## config.mk

```make
export PLATFORM = sky130hd
export DESIGN_NAME = apple_shadow_write_queue
export DESIGN_NICKNAME = d
export VERILOG_FILES = /design/src/rtl/apple_shadow_write_queue.sv
export SDC_FILE = /design/constraint.sdc
export NUM_CORES = 1
export LEC_CHECK = 0
export CAP_MARGIN = 20
export CORE_ASPECT_RATIO = 1.5
export CORE_MARGIN = 1
export CORE_UTILIZATION = 40
export DETAILED_ROUTE_END_ITERATION = 7
export MAX_ROUTING_LAYER = met4
export SLEW_MARGIN = 0
export SYNTH_ARGS = -nofsm -noshare
export SYNTH_HDL_FRONTEND = slang
export SYNTH_SLANG_ARGS = --single-unit
```

## constraint.sdc

```tcl
create_clock -name clk_logic -period 14.35 [get_ports clk_logic]
set_input_delay 3.5875 -clock clk_logic [delete_from_list [all_inputs] [get_ports clk_logic]]
set_output_delay 3.5875 -clock clk_logic [all_outputs]
set_load 0.05 [all_outputs]
```

## src/rtl/apple_shadow_write_queue.sv

```systemverilog
// rtl/apple_shadow_write_queue.sv - Apple II shadow-write capture, window filter, coalescing FIFO and SDRAM issue register
module apple_shadow_write_queue #(
   parameter int                       FIFO_DEPTH        = 8,
   parameter int                       NUM_WINDOWS       = 3,
   parameter logic [NUM_WINDOWS*8-1:0] WIN_FIRST         = {8'h04, 8'h20, 8'h40},
   parameter logic [NUM_WINDOWS*8-1:0] WIN_LAST          = {8'h0B, 8'h3F, 8'h5F},
   parameter bit                       SHADOW_ALL_MEMORY = 1'b0,
   parameter int                       BANK_WIDTH        = 1,
   parameter int                       MEM_ADDR_WIDTH    = 21
) (
   input  logic                          clk_logic,
   input  logic                          system_reset_n,
   input  logic                          bus_wr_i,
   input  logic [15:0]                   bus_addr_i,
   input  logic [7:0]                    bus_data_i,
   input  logic [BANK_WIDTH-1:0]         bus_bank_i,
   input  logic                          bus_m2sel_n_i,
   output logic                          mem_wr_o,
   output logic [MEM_ADDR_WIDTH-1:0]     mem_addr_o,
   output logic [31:0]                   mem_data_o,
   output logic [3:0]                    mem_byte_en_o,
   input  logic                          mem_ack_i,
   output logic [$clog2(FIFO_DEPTH):0]   level_o,
   output logic                          overflow_o,
   output logic [7:0]                    drop_count_o,
   input  logic                          clear_overflow_i
);

   localparam int AW = $clog2(FIFO_DEPTH);

   logic [MEM_ADDR_WIDTH-1:0] q_addr [FIFO_DEPTH];
   logic [31:0]               q_data [FIFO_DEPTH];
   logic [3:0]                q_be   [FIFO_DEPTH];
   logic [AW-1:0]             rd_ptr, wr_ptr, tail_ptr;
   logic [AW:0]               count;

   logic                      in_window, qual, empty, full, pop, merge, push, drop;
   logic [BANK_WIDTH+14:0]    wide_addr;
   logic [MEM_ADDR_WIDTH-1:0] new_addr;
   logic [1:0]                lane;
   logic [3:0]                new_be;
   logic [31:0]               new_data, lane_mask;

   always_comb begin
      in_window = 1'b0;
      for (int k = 0; k < NUM_WINDOWS; k++) begin
         if (bus_addr_i[15:8] >= WIN_FIRST[k*8 +: 8] && bus_addr_i[15:8] <= WIN_LAST[k*8 +: 8])
            in_window = 1'b1;
      end
   end

   // bank[0] picks the lane, so only the upper bank bits reach the word address
   assign wide_addr = {bus_bank_i >> 1, bus_addr_i[15:1]};
   assign new_addr  = MEM_ADDR_WIDTH'(wide_addr);
   assign lane      = {bus_addr_i[0], bus_bank_i[0]};
   assign new_be    = 4'b0001 << lane;
   assign new_data  = {4{bus_data_i}};
   assign lane_mask = {{8{new_be[3]}}, {8{new_be[2]}}, {8{new_be[1]}}, {8{new_be[0]}}};

   assign qual     = bus_wr_i && !bus_m2sel_n_i && (SHADOW_ALL_MEMORY || in_window);
   assign tail_ptr = wr_ptr - AW'(1);
   assign empty    = (count == '0);
   assign full     = (count == (AW+1)'(FIFO_DEPTH));
   assign pop      = !empty && (!mem_wr_o || mem_ack_i);
   // a lone entry leaving this cycle cannot absorb a merge; the write becomes a new entry
   assign merge    = qual && !empty && (q_addr[tail_ptr] == new_addr) && !(count == (AW+1)'(1) && pop);
   assign push     = qual && !merge && (!full || pop);
   assign drop     = qual && !merge && full && !pop;
   assign level_o  = count;

   always_ff @(posedge clk_logic) begin
      if (push) begin
         q_addr[wr_ptr] <= new_addr;
         q_data[wr_ptr] <= new_data;
         q_be[wr_ptr]   <= new_be;
      end else if (merge) begin
         q_data[tail_ptr] <= (q_data[tail_ptr] & ~lane_mask) | (new_data & lane_mask);
         q_be[tail_ptr]   <= q_be[tail_ptr] | new_be;
      end
   end

   always_ff @(posedge clk_logic or negedge system_reset_n) begin
      if (!system_reset_n) begin
         rd_ptr <= '0;
         wr_ptr <= '0;
         count  <= '0;
      end else begin
         if (push)
            wr_ptr <= wr_ptr + AW'(1);
         if (pop)
            rd_ptr <= rd_ptr + AW'(1);
         count <= count + {{AW{1'b0}}, push} - {{AW{1'b0}}, pop};
      end
   end

   always_ff @(posedge clk_logic or negedge system_reset_n) begin
      if (!system_reset_n) begin
         mem_wr_o      <= 1'b0;
         mem_addr_o    <= '0;
         mem_data_o    <= '0;
         mem_byte_en_o <= '0;
      end else if (pop) begin
         mem_wr_o      <= 1'b1;
         mem_addr_o    <= q_addr[rd_ptr];
         mem_data_o    <= q_data[rd_ptr];
         mem_byte_en_o <= q_be[rd_ptr];
      end else if (mem_wr_o && mem_ack_i) begin
         mem_wr_o <= 1'b0;
      end
   end

   always_ff @(posedge clk_logic or negedge system_reset_n) begin
      if (!system_reset_n) begin
         overflow_o   <= 1'b0;
         drop_count_o <= '0;
      end else if (clear_overflow_i) begin
         overflow_o   <= 1'b0;
         drop_count_o <= drop ? 8'd1 : 8'd0;
      end else if (drop) begin
         overflow_o <= 1'b1;
         if (drop_count_o != 8'hFF)
            drop_count_o <= drop_count_o + 8'd1;
      end
   end

endmodule
```

==> results_dict.tcl <==
set metrics [dict create \
    setup_viol 0 \
    grt_pass1_wl_mm 82.4 \
    synth_edf_count 408 \
    cp_data_arrival_time_ns 7.95 \
    first_pass_iters 4 \
    cap_violations 0 \
    num_rows 105 \
    worst_pin_slew_ns 0.981 \
    timing.final.crit_share_pct 53.5 \
    routedWlPerCell_um 26.1 \
    final_max_slew_viol_count 0 \
    syn_area_per_cell_um2 17.4 \
    grt_pass1_vias 13087 \
    route.detailed.drc 0 \
    cts_sinks 479 \
    finalHoldViolCount 0 \
    async_reset_ff_share_pct 14.8 \
    ioPinCount 102 \
    insertion_delay_ns 0.61 \
    yosys_warnings 0 \
    p_int_mw 3.43 \
    die_y_um 291 \
    initial_utilization_pct 40.6 \
    num_antenna_cells 0 \
    multi_input_area_um2 7930 \
    power.share.clock_pct 23.5 \
    cts.repair.resized 0 \
    switchingPower_mw 2.08 \
    cts_tree "yes" \
    antenna_found_initial 0 \
    top_layer "met4" \
    synth_cell_type_count 55 \
    cts_root_buf "clkbuf_16" \
    route.met3.wl_mm 2.31 \
    dp_hpwl_mm 31.7 \
    gp_congestion 0.782 \
    cts_hold_buf 0 \
    swShare_pct 37.7 \
    ys_seq_elements 479 \
    die_w_um 195 \
    maxSlewHeadroom_pct 34.6 \
    grt_max_degree 70 \
    cp.required_ns 14.62 \
    netlist_instances 1278 \
    seq_power_share_pct 32.9 \
    fillers 4713 \
    fin_skew_ns 0.0207 \
    rsz0062_at_grt "no" \
    critPathLaunchType "primary input" \
    gr-total-overflow 0 \
    p_total_mw 5.51 \
    num_vias 12333 \
    drt-met1-wl_mm 21.8 \
    mostFrequentLayoutCell "edfxtp_1" \
    ant_nets 0 \
    place.port_buffers 95 \
    grtUsageTotal_pct 20.3 \
    seq_area_frac_synth_pct 62.9 \
    clk_pin_slew_ns 0.06 \
    drt_iter0_markers 749 \
    coreArea_um2 54900 \
    drive_gt1_share_pct 25.0 \
    dieArea_um2 56700 \
    synth_flop_cell "edfxtp_1" \
    critical_path_class "in2reg" \
    final_nets 1405 \
    netlist_area_um2 22300 \
    cts_max_level 2 \
    min_period_ns 7.68 \
    fin_setup_tns_ns 0 \
    cts_buffers 49 \
    ir_worst_vdd_mv 0.127 \
    area_growth_pct 15.1 \
    p_leak_nw 8.74 \
    power_frac_comb_pct 43.6 \
    endpoint_kind "flip-flop" \
    worstPathMaxFanout 36 \
    met2_length_mm 29.2 \
    via_per_inst 5.87 \
    seq_area_um2 14000 \
    wl_mm 54.7 \
    fmax_mhz 130 \
    post-cts-setup-buffers 0 \
    power_density_nw_per_um2 215 \
    clockBufferDepth 3 \
    hp-class "reg2reg" \
    status "complete, no violations" \
    final_cell_mix "408 x edfxtp_1, 187 x mux4_2, 113 x nand2_1" \
]
-- per-stage QoR --
stage,instances,setup slack [ns],hold WS (ns),area [µm²],utilization [%]
after floorplan,1283,6.72,0.587,22300,-
after global placement,2008,6.18,0.512,24000,43.8
after detailed placement,2008,6.08,0.519,24000,43.8
after CTS,2100,6.70,0.534,25700,46.7
after global routing,2100,6.46,0.548,25700,46.7
final,2100,6.67,0.527,25700,46.7
-- registers in the layout (all words and copies together) (netlist names), 4 cells and up --
register       count
q_addr           120
q_data           256
mem_byte_en_o      4
mem_addr_o        15
drop_count_o       8
mem_data_o        32
level_o            4
q_be              32
-- cells by family (layout without fill, tap and decap cells) --
| family | Yosys count | count (layout) | share of synthesized area [%] |
|---|---|---|---|
| other cells | 1 | 6 | 0.0168 |
| compound gates | 89 | 89 | 2.41 |
| fa+ha+maj | 10 | 10 | 0.595 |
| simple gates | 251 | 251 | 5.05 |
| flops | 479 | 479 | 62.9 |
| xor+xnor | 23 | 23 | 1.02 |
| mux | 320 | 320 | 25.8 |
| buf+inv | 105 | 227 | 2.19 |
-- worst paths after layout --
| kind | end | start | slack, ns | cells past startpoint |
|---|---|---|---|---|
| max in group asynchronous | rd_ptr[0]$_DFFE_PN0P_ | system_reset_n | 10.27 | 2 |
| worst min register to register | mem_addr_o[9]$_DFFE_PN0P_ | mem_addr_o[9]$_DFFE_PN0P_ | 0.53 | 2 |
| worst max register to register | q_data[0][23]$_DFFE_PP_ | wr_ptr[0]$_DFFE_PN0P_ | 7.29 | 12 |
| worst min-delay path | mem_addr_o[9]$_DFFE_PN0P_ | mem_addr_o[9]$_DFFE_PN0P_ | 0.53 | 2 |
| worst max-delay path | q_data[0][23]$_DFFE_PP_ | bus_addr_i[14] | 6.67 | 10 |
| min in group asynchronous | drop_count_o[6]$_DFFE_PN0P_ | system_reset_n | 2.87 | 1 |
-- power by group through the flow --
stage          Sequential [mW]  Combinational, mW  Clock, mW
6_report                  1.81               2.40       1.29
5_1_grt                   1.83               2.58       1.36
4_1_cts                   1.82               2.44       1.32
3_5_place_dp              1.85               2.44          0
3_3_place_gp              1.84               2.42          0
2_1_floorplan             1.98               1.59          0
-- synth_stat cells, types with 2 or more instances --
master | n | area (µm²)
nor3_1 | 4 | 20.0
buf_4 | 7 | 52.6
and3_1 | 5 | 31.3
mux2_4 | 8 | 120
o22ai_1 | 4 | 25.0
nand3b_1 | 3 | 22.5
ha_1 | 9 | 113
nor2b_1 | 8 | 50.1
mux4_1 | 8 | 210
nor2_1 | 76 | 285
inv_1 | 15 | 56.3
a21oi_1 | 57 | 285
buf_6 | 6 | 67.6
buf_2 | 5 | 25.0
edfxtp_1 | 408 | 12300
nand2_1 | 113 | 424
and4_1 | 2 | 17.5
nand3_1 | 13 | 65.1
a22oi_1 | 2 | 15.0
mux2i_1 | 84 | 841
o21ai_0 | 4 | 20.0
clkbuf_1 | 46 | 173
a22o_1 | 2 | 17.5
o21ai_1 | 7 | 35.0
xor2_1 | 12 | 105
nor3b_1 | 4 | 30.0
dfrtp_1 | 71 | 1780
nand4_1 | 12 | 75.1
xnor2_1 | 9 | 78.8
mux4_2 | 187 | 4210
and2_1 | 5 | 31.3
buf_1 | 24 | 90.1
mux2_2 | 33 | 372
a21oi_4 | 4 | 65.1
-- cell type report --
cell class	count	share of cell area, %
sequential	479	54.7
multi-input combinational	699	30.9
clock buffer	70	5.40
timing repair buffer	119	4.40
tap	695	3.39
clock inverter	22	0.951
inverter	16	0.234
-- worst max-delay path: stages --
cell and delay [ns]:
clkdlybuf4s50_1 0.60, a2111oi_0 0.51, buf_4 0.20, nand2_1 0.20
a2111o_1 0.42, and4bb_1 0.32, nand4_4 0.61, and4_1 0.79
o21bai_4 0.32, buf_4 0.36
-- routing by layer --
layer  vias to the layer above  global-route usage, %
li1                       5295                      -
met1                      6589                   24.2
met2                       362                   35.4
met3                        87                   2.57
met4                         0                   6.76
met5                         -                      -
Note: power is estimated with default switching activity, not from simulation.
